<file path="config.mk">
export PLATFORM = sky130hd
export DESIGN_NAME = program_sequencer
export DESIGN_NICKNAME = d
export VERILOG_FILES = /design/src/rtl/program_sequencer.sv
export SDC_FILE = /design/constraint.sdc
export NUM_CORES = 1
export LEC_CHECK = 0
export CORE_MARGIN = 2
export CORE_UTILIZATION = 50
export DETAILED_ROUTE_END_ITERATION = 12
export HOLD_SLACK_MARGIN = 0.06
export PLACE_DENSITY = 0.69
export RECOVER_POWER = 25
export REMOVE_ABC_BUFFERS = 1
export SYNTH_ARGS = -nofsm -noshare
export SYNTH_HDL_FRONTEND = slang
export SYNTH_SLANG_ARGS = --single-unit
</file>
<file path="constraint.sdc">
create_clock -name clk -period 4.6 [get_ports clk]
set_input_delay 0.69 -clock clk [delete_from_list [all_inputs] [get_ports clk]]
set_output_delay 0.69 -clock clk [all_outputs]
set_load 0.02 [all_outputs]
</file>
<file path="src/rtl/program_sequencer.sv">
// Program counter sequencer with return-address stack.
// Supports SEQ/JUMP/BRANCH/CALL/RET/CLRERR and sticky stack error flags.
module program_sequencer #(
   parameter int unsigned ADDR_W    = 16,
   parameter int unsigned RAS_DEPTH = 8,
   parameter int unsigned RESET_VEC = 0,
   localparam int unsigned DW       = $clog2(RAS_DEPTH + 1)
) (
   input  logic              clk,
   input  logic              reset,
   input  logic              stall,
   input  logic [2:0]        op,
   input  logic              cond,
   input  logic [ADDR_W-1:0] target,
   input  logic [ADDR_W-1:0] offset,
   output logic [ADDR_W-1:0] pc,
   output logic [DW-1:0]     ras_depth,
   output logic              ras_full,
   output logic              ras_empty,
   output logic              ras_ovf,
   output logic              ras_unf
);

   localparam int unsigned IW = $clog2(RAS_DEPTH);

   typedef enum logic [2:0] {
      OP_SEQ    = 3'd0,
      OP_JUMP   = 3'd1,
      OP_BRANCH = 3'd2,
      OP_CALL   = 3'd3,
      OP_RET    = 3'd4,
      OP_CLRERR = 3'd5
   } op_e;

   logic [ADDR_W-1:0] pc_q, pc_d;
   logic [DW-1:0]     depth_q, depth_d;
   logic              ovf_q, ovf_d;
   logic              unf_q, unf_d;
   logic [ADDR_W-1:0] stack_q [RAS_DEPTH];

   logic              push;
   logic [ADDR_W-1:0] pc_inc;
   logic [IW-1:0]     push_idx;
   logic [IW-1:0]     pop_idx;
   logic              full;
   logic              empty;

   assign pc_inc   = pc_q + ADDR_W'(1);
   assign push_idx = IW'(depth_q);
   assign pop_idx  = IW'(depth_q - DW'(1));
   assign full     = (depth_q == DW'(RAS_DEPTH));
   assign empty    = (depth_q == '0);

   always_comb begin
      pc_d    = pc_q;
      depth_d = depth_q;
      ovf_d   = ovf_q;
      unf_d   = unf_q;
      push    = 1'b0;
      if (!stall) begin
         case (op)
            OP_JUMP:   pc_d = target;
            OP_BRANCH: pc_d = cond ? pc_q + offset : pc_inc;
            OP_CALL: begin
               pc_d = target;
               if (full) begin
                  ovf_d = 1'b1;
               end else begin
                  push    = 1'b1;
                  depth_d = depth_q + DW'(1);
               end
            end
            OP_RET: begin
               if (empty) begin
                  pc_d  = pc_inc;
                  unf_d = 1'b1;
               end else begin
                  pc_d    = stack_q[pop_idx];
                  depth_d = depth_q - DW'(1);
               end
            end
            OP_CLRERR: begin
               pc_d  = pc_inc;
               ovf_d = 1'b0;
               unf_d = 1'b0;
            end
            default:   pc_d = pc_inc;
         endcase
      end
   end

   always_ff @(posedge clk or posedge reset) begin
      if (reset) begin
         pc_q    <= ADDR_W'(RESET_VEC);
         depth_q <= '0;
         ovf_q   <= 1'b0;
         unf_q   <= 1'b0;
      end else begin
         pc_q    <= pc_d;
         depth_q <= depth_d;
         ovf_q   <= ovf_d;
         unf_q   <= unf_d;
      end
   end

   // Storage is not reset; depth alone defines which entries are live.
   always_ff @(posedge clk) begin
      if (!reset && push) begin
         stack_q[push_idx] <= pc_inc;
      end
   end

   assign pc        = pc_q;
   assign ras_depth = depth_q;
   assign ras_full  = full;
   assign ras_empty = empty;
   assign ras_ovf   = ovf_q;
   assign ras_unf   = unf_q;

endmodule

</file>
==> insert_results.sql, run 1 <==
INSERT INTO impl_metrics (metric_group, metric, value, unit) VALUES
('yosys', 'yosys_warnings', '0', ''),
('power_and_ir_drop', 'power-per-cell-area', '611', 'mW/mm²'),
('global_routing', 'grt.total_usage', '24.4', '%'),
('power_and_ir_drop', 'total_leakage_power', '3.00', 'nW'),
('clock_network', 'cts-root-buf', 'clkbuf_16', ''),
('routing', 'ant_nets', '0', ''),
('floorplan', 'floorplan.core_area', '0.0139', 'mm²'),
('critical_path', 'crit_type', 'register to register', ''),
('yosys', 'post-synth-top-count-cell', 'edfxtp_1', ''),
('routing', 'drt-wirelength-per-cell', '23.4', 'µm'),
('global_routing', 'grt_antenna_before_repair', '0', ''),
('global_routing', 'first_pass_grt_wire_length', '26.4', 'mm'),
('layout', 'area_delta_synth_final', '20.7', '%'),
('routing', 'vias', '4645', ''),
('placement', 'gp_congestion', '1.01', ''),
('critical_path', 'critical_path.max_stage_delay', '860', 'ps'),
('critical_path', 'critical_path.slowest_cell', 'ha_1', ''),
('critical_path', 'critical_path_arrival', '3450', 'ps'),
('yosys', 'synth-edff-count', '128', ''),
('global_routing', 'grt_ovf', '0', ''),
('critical_path', 'worstPathRequired', '4910', 'ps'),
('critical_path', 'start_kind', 'register', ''),
('timing', 'final-hold-violation-count', '0', ''),
('global_routing', 'first_global_vias', '4555', ''),
('yosys', 'synth-main-ff-cell', 'edfxtp_1', ''),
('placement', 'placed_cells_incl_taps', '719', ''),
('floorplan', 'die_x', '124', 'µm'),
('yosys', 'ys_seq_area_share', '61.2', '%'),
('clock_network', 'clkSinkCount', '150', ''),
('critical_path', 'worstSetupEndpointType', 'register', ''),
('yosys', 'synth_seq_cells', '150', ''),
('timing', 'finalWorstPathRequiredPeriod', '3140', 'ps'),
('flow_run', 'maxCapViolations', '0', ''),
('critical_path', 'timing.critical_path.cells', 'inv_1, ha_1, buf_4, mux4_2, mux2i_1, o221ai_1, nor2_1, nor2_1, o22a_1', ''),
('floorplan', 'initial_utilization', '51.5', '%'),
('routing', 'drt_wl_total', '17.5', 'mm'),
('critical_path', 'critical-path-top-cell-by-count', 'nor2_1', ''),
('yosys', 'synth_largest_area_cell', 'edfxtp_1', ''),
('clock_network', 'number_of_cts_inserted_buffers', '17', ''),
('clock_network', 'clkSlewWorstSetupHoldPaths', '60', 'ps'),
('timing', 'slew_viol_final', '0', ''),
('layout', 'antenna_cells_inserted', '0', ''),
('routing', 'dr.pass1.iters', '5', ''),
('clock_network', 'cts_buffer_depth', '2', ''),
('timing', 'report.final.setup_viol', '0', ''),
('yosys', 'synth.cells.most_frequent', '128 x edfxtp_1, 32 x mux4_2, 28 x a21oi_1', ''),
('placement', 'dp.final_hpwl', '11.5', 'mm'),
('timing', 'worst_slack', '1460', 'ps'),
('timing', 'maximum_clock_rate', '0.319', 'GHz'),
('clock_network', 'htreeDepth', '4', ''),
('yosys', 'synth_compound_area_share', '10.0', '%'),
('routing', 'routed_via_density', '6.19', ''),
('floorplan', 'floorplan.die_area', '0.0153', 'mm²'),
('clock_network', 'postCtsResizedCells', '0', ''),
('layout', 'stdcell_count', '751', ''),
('placement', 'pre_cts_worst_setup_slack', '1160', 'ps'),
('yosys', 'netlist.area_leader.share', '53.6', '%'),
('status', 'status', 'completed', ''),
('clock_network', 'post-cts-setup-buffer-count', '0', ''),
('critical_path', 'critical_path_buf_inv_count', '2', ''),
('yosys', 'synth.distinct_cells', '61', ''),
('critical_path', 'highest_fanout_seen_on_the_critical_path', '18', ''),
('yosys', 'ys_top_cells_by_area', 'edfxtp_1 54%, mux4_2 10%, dfrtp_1 7.7%, ha_1 3.1%, xnor2_1 2.3%', ''),
('layout', 'post_route_cells_drive_above_1_share', '16.1', '%'),
('timing', 'finalClockSkew', '8.53', 'ps'),
('yosys', 'synth.cell_area', '0.00717', 'mm²'),
('yosys', 'synth_mux_area_share', '12.4', '%'),
('timing', 'rsz0062_at_grt', 'no', ''),
('yosys', 'synthXorXnorAreaFrac', '3.77', '%'),
('routing', 'detail_route.drc_violations', '0', ''),
('timing', 'slew_headroom', '10.6', '%');
[cell type report]
cell class / count / area (µm²)
Fill cell: 1042 / 5280
Timing Repair Buffer: 80 / 752
Tap cell: 180 / 225
Clock inverter: 10 / 156
Inverter: 9 / 33.8
Clock buffer: 22 / 454
Multi-Input combinational cell: 300 / 2640
Sequential cell: 150 / 4400
[cell families (layout without fill, tap and decap cells)]
kind of cell / after synthesis / after routing
xor+xnor: 30 / 30
simple gates: 98 / 98
fa+ha+maj: 19 / 19
flops: 150 / 150
mux: 49 / 49
compound gates: 104 / 104
buf+inv: 31 / 121
[where the power goes]
group          switching [mW]  internal, mW  leakage (nW)
logic                    1.10         0.912          1.30
clock network           0.524         0.918         0.299
registers               0.143          1.70          1.40
total                    1.77          3.53          3.00
[worst paths after layout]
kind	from	to	slack, ps	depth (start not counted)
min reg2reg	ras_ovf$_DFFE_PP0P_	ras_ovf$_DFFE_PP0P_	540	2
min	ras_ovf$_DFFE_PP0P_	ras_ovf$_DFFE_PP0P_	540	2
max	ras_depth[1]$_DFFE_PP0P_	pc[2]$_DFFE_PP0N_	1460	9
max reg2reg	ras_depth[1]$_DFFE_PP0P_	pc[2]$_DFFE_PP0N_	1460	9
max in group asynchronous	reset	ras_depth[0]$_DFFE_PP0P_	2910	2
min in group asynchronous	reset	pc[1]$_DFFE_PP0N_	1000	2
[worst min-delay path, stage by stage (launching register included)]
cell     delay (ps)
dfrtp_1         380
nand2_1          60
o21ai_0          60
[metal layers]
layer | track usage (%) | up-vias | part of all wire (%)
met5 | 0 | - | 0
met4 | 9.73 | 0 | 2.3
met3 | 6.50 | 30 | 7.2
met2 | 35.9 | 186 | 46
met1 | 34.9 | 2353 | 45
li1 | - | 2076 | -
[sequential cells by signal (all words and copies together) (netlist names)]
name       cells
pc            16
ras_ovf        1
ras_depth      4
stack_q      128
ras_unf        1
[placed cells by master (no fill, tap or decap), types with 17 or more instances in the layout]
cell / netlist / layout
edfxtp_1: 128 / 128
dfrtp_1: 22 / 21
mux4_2: 32 / 32
nand2_1: 26 / 26
a21oi_1: 28 / 28
clkbuf_16: 0 / 17
clkdlybuf4s50_1: 0 / 59
buf_4: 5 / 17
nor2_1: 26 / 26
ha_1: 18 / 18
xnor2_1: 19 / 19
[through the flow]
stage                     utilization [%]  power (mW)  hold slack, ps  instance area, µm²  setup TNS, ps
final                                62.1        5.29             535                8660              0
after global routing                 62.1        5.54             565                8660              0
after CTS                            62.2        5.32             540                8660              0
after detailed placement             57.8        3.88             520                8050              0
after global placement               57.8        3.83             492                8050              0
after floorplan                         -        3.23             595                7060           -817
Power figures use the tool's default switching activity.
==> inputs of run 2 (changes only) <==
--- a/config.mk
+++ b/config.mk
@@ -9,7 +9,7 @@
 export CORE_UTILIZATION = 50
 export DETAILED_ROUTE_END_ITERATION = 12
 export HOLD_SLACK_MARGIN = 0.06
-export PLACE_DENSITY = 0.69
+export PLACE_DENSITY = 0.71
 export RECOVER_POWER = 25
 export REMOVE_ABC_BUFFERS = 1
 export SYNTH_ARGS = -nofsm -noshare
==> constraint.sdc (replaced) <==
create_clock -name clk -period 2.6 [get_ports clk]
set_input_delay 0.39 -clock clk [delete_from_list [all_inputs] [get_ports clk]]
set_output_delay 0.39 -clock clk [all_outputs]
set_load 0.02 [all_outputs]
==> insert_results.sql, run 2 (same netlist as run 1, synthesis figures left out) <==
INSERT INTO impl_metrics (metric_group, metric, value, unit) VALUES
('placement', 'portBuffers', '62', ''),
('power_and_ir_drop', 'vdd_drop_max', '0.511', 'mV'),
('timing', 'maximum_clock_rate', '0.397', 'GHz'),
('critical_path', 'highest_fanout_seen_on_the_critical_path', '2', ''),
('global_routing', 'first_pass_grt_wire_length', '28.4', 'mm'),
('power_and_ir_drop', 'total_leakage_power', '3.27', 'nW'),
('clock_network', 'source_to_sink_clock_delay_at_the_later_pin_of_the_worst_skew_pair', '430', 'ps'),
('placement', 'dp.final_hpwl', '12.3', 'mm'),
('power_and_ir_drop', 'fin_total_pwr', '9.76', 'mW'),
('timing', 'slew_headroom', '30.4', '%'),
('routing', 'routed_via_density', '6.05', ''),
('layout', 'mostFrequentLayoutCell', 'edfxtp_1', ''),
('routing', 'vias', '4857', ''),
('clock_network', 'htreeDepth', '4', ''),
('placement', 'placed_area', '0.00853', 'mm²'),
('routing', 'ant_nets', '0', ''),
('clock_network', 'cts_buffer_depth', '2', ''),
('floorplan', 'floorplan.core_area', '0.0139', 'mm²'),
('global_routing', 'grt_ovf', '0', ''),
('routing', 'number_of_violations_reported_at_the_end_of_detailed_routing_iteration_0', '362', ''),
('routing', 'drt_wl_total', '18.7', 'mm'),
('power_and_ir_drop', 'power-per-cell-area', '1070', 'mW/mm²'),
('critical_path', 'cp_launch_point', 'offset[0]', ''),
('critical_path', 'worst-r2r-setup-slack', '90', 'ps'),
('routing', 'dr.pass1.iters', '5', ''),
('routing', 'detail_route.drc_violations', '0', ''),
('floorplan', 'floorplan.io_pins', '63', ''),
('timing', 'period_share', '96.8', '%'),
('timing', 'slew_viol_final', '0', ''),
('power_and_ir_drop', 'comb_power_share', '42.6', '%'),
('routing', 'drt-wirelength-per-cell', '23.3', 'µm'),
('critical_path', 'critical_path_arrival', '2820', 'ps'),
('critical_path', 'worstPathRequired', '2900', 'ps'),
('layout', 'area_delta_synth_final', '27.2', '%'),
('layout', 'multi_input_logic_area', '0.00267', 'mm²'),
('layout', 'final_design_area_no_fill', '0.00913', 'mm²'),
('floorplan', 'fp.dieH', '124', 'µm'),
('timing', 'final-hold-violation-count', '0', ''),
('clock_network', 'cts_tree', 'yes', ''),
('floorplan', 'floorplan.rows', '43', ''),
('global_routing', 'grt_max_degree', '27', ''),
('layout', 'seq_area', '0.00440', 'mm²'),
('power_and_ir_drop', 'power.net_switching', '3.24', 'mW'),
('clock_network', 'number_of_cts_inserted_buffers', '17', ''),
('clock_network', 'clkSlewWorstSetupHoldPaths', '60', 'ps'),
('floorplan', 'initial_utilization', '51.5', '%'),
('status', 'status', 'completed', ''),
('layout', 'num-nets-final', '668', ''),
('timing', 'whs', '454', 'ps'),
('critical_path', 'start_kind', 'input port', ''),
('global_routing', 'grt.total_usage', '26.2', '%'),
('placement', 'gp_congestion', '0.955', ''),
('floorplan', 'die_x', '124', 'µm'),
('clock_network', 'clkSinkCount', '150', ''),
('floorplan', 'floorplan.die_area', '0.0153', 'mm²'),
('layout', 'post_route_cells_drive_above_1_share', '22.6', '%'),
('power_and_ir_drop', 'internal_power', '6.51', 'mW'),
('critical_path', 'timing.rr.start', 'pc[0]$_DFFE_PP0N_', ''),
('clock_network', 'post-cts-setup-buffer-count', '0', ''),
('clock_network', 'cts-root-buf', 'clkbuf_16', ''),
('timing', 'report.final.setup_viol', '0', ''),
('global_routing', 'grt_antenna_before_repair', '0', ''),
('global_routing', 'first_global_vias', '5020', ''),
('flow_run', 'maxCapViolations', '0', ''),
('timing', 'worstMarginPinSlew', '1040', 'ps'),
('layout', 'antenna_cells_inserted', '0', ''),
('power_and_ir_drop', 'switching_share_of_power', '33.2', '%'),
('timing', 'finalClockSkew', '10.6', 'ps'),
('critical_path', 'crit_type', 'input port to register', ''),
('layout', 'regMostFlops', 'stack_q', ''),
('timing', 'finalWorstPathRequiredPeriod', '2520', 'ps'),
('worst_hold_path', 'min-delay-path-class', 'input port to asynchronous set/reset pin', ''),
('critical_path', 'worstSetupEndpointType', 'register', ''),
('layout', 'num-fill-cells', '989', ''),
('layout', 'largest_register_ffs', '128', ''),
('power_and_ir_drop', 'clock_power_share', '25.1', '%'),
('power_and_ir_drop', 'pwr-share-seq', '32.4', '%'),
('layout', 'final_cell_mix', '128 x edfxtp_1, 57 x clkdlybuf4s50_1, 57 x buf_4', ''),
('clock_network', 'cts-hold-fix-buffers', '0', '');
run 2: power groups by stage:
stage,Clock (mW),Sequential [mW],Combinational [mW]
final,2.45,3.16,4.15
after global routing,2.57,3.17,4.45
after CTS,2.47,3.15,4.16
after detailed placement,0,3.20,4.12
after global placement,0,3.19,4.03
after floorplan,0,3.48,2.24
run 2: critical path, cell delays in order:
cell             delay, ps
clkdlybuf4s50_1        410
ha_1                   230
fa_1                   400
a21o_2                 260
a221oi_4               310
o21ai_2                140
a311oi_2               320
nor4b_1                100
a221o_1                260
run 2: per-stage QoR:
stage	setup WS, ps	instances	util [%]	setup TNS (ps)
after floorplan	-2050	459	-	-238360
after global placement	-342	771	61.2	-1120
after detailed placement	-366	771	61.2	-1260
after CTS	56.5	803	65.4	0
after global routing	-9.57	803	65.5	-9.57
final	82.0	803	65.5	0
run 2: final timing paths:
| check | end | cells past startpoint |
|---|---|---|
| max | pc[14]$_DFFE_PP0N_ | 9 |
| min | pc[3]$_DFFE_PP0N_ | 2 |
| max reg2reg | pc[14]$_DFFE_PP0N_ | 8 |
| min reg2reg | ras_ovf$_DFFE_PP0P_ | 2 |
| max in group asynchronous | pc[14]$_DFFE_PP0N_ | 3 |
| min in group clk | ras_ovf$_DFFE_PP0P_ | 2 |
run 2: repair_timing:
item                                   4_1_cts  5_1_grt
endpoints found under the hold margin        0        0
setup endpoints to repair                    0        5
resized for setup                            0        6
run 2: final cells by class:
type	count	area share (%)
inverters	9	0.370
multi-input cells	300	29.3
clock buffers	24	5.06
well taps	180	2.47
repair buffers	132	13.3
clock inverters	8	1.36
flip-flops and latches	150	48.2
run 2: metal layers:
layer / GRT usage (%) / routed length, µm / vias up
li1: - / - / 2179
met1: 35.7 / 8270 / 2465
met2: 42.4 / 9150 / 184
met3: 5.04 / 886 / 29
met4: 9.23 / 383 / 0
met5: 0 / 0 / -
==> inputs of run 3 (changes only) <==
--- a/config.mk
+++ b/config.mk
@@ -8,10 +8,10 @@
 export CORE_MARGIN = 2
 export CORE_UTILIZATION = 50
 export DETAILED_ROUTE_END_ITERATION = 12
-export HOLD_SLACK_MARGIN = 0.06
 export PLACE_DENSITY = 0.71
 export RECOVER_POWER = 25
 export REMOVE_ABC_BUFFERS = 1
+export SKIP_LAST_GASP = 1
 export SYNTH_ARGS = -nofsm -noshare
 export SYNTH_HDL_FRONTEND = slang
 export SYNTH_SLANG_ARGS = --single-unit
==> results of run 3 <==
Same layout as run 2: the final DEF is identical, and so are final timing and power.
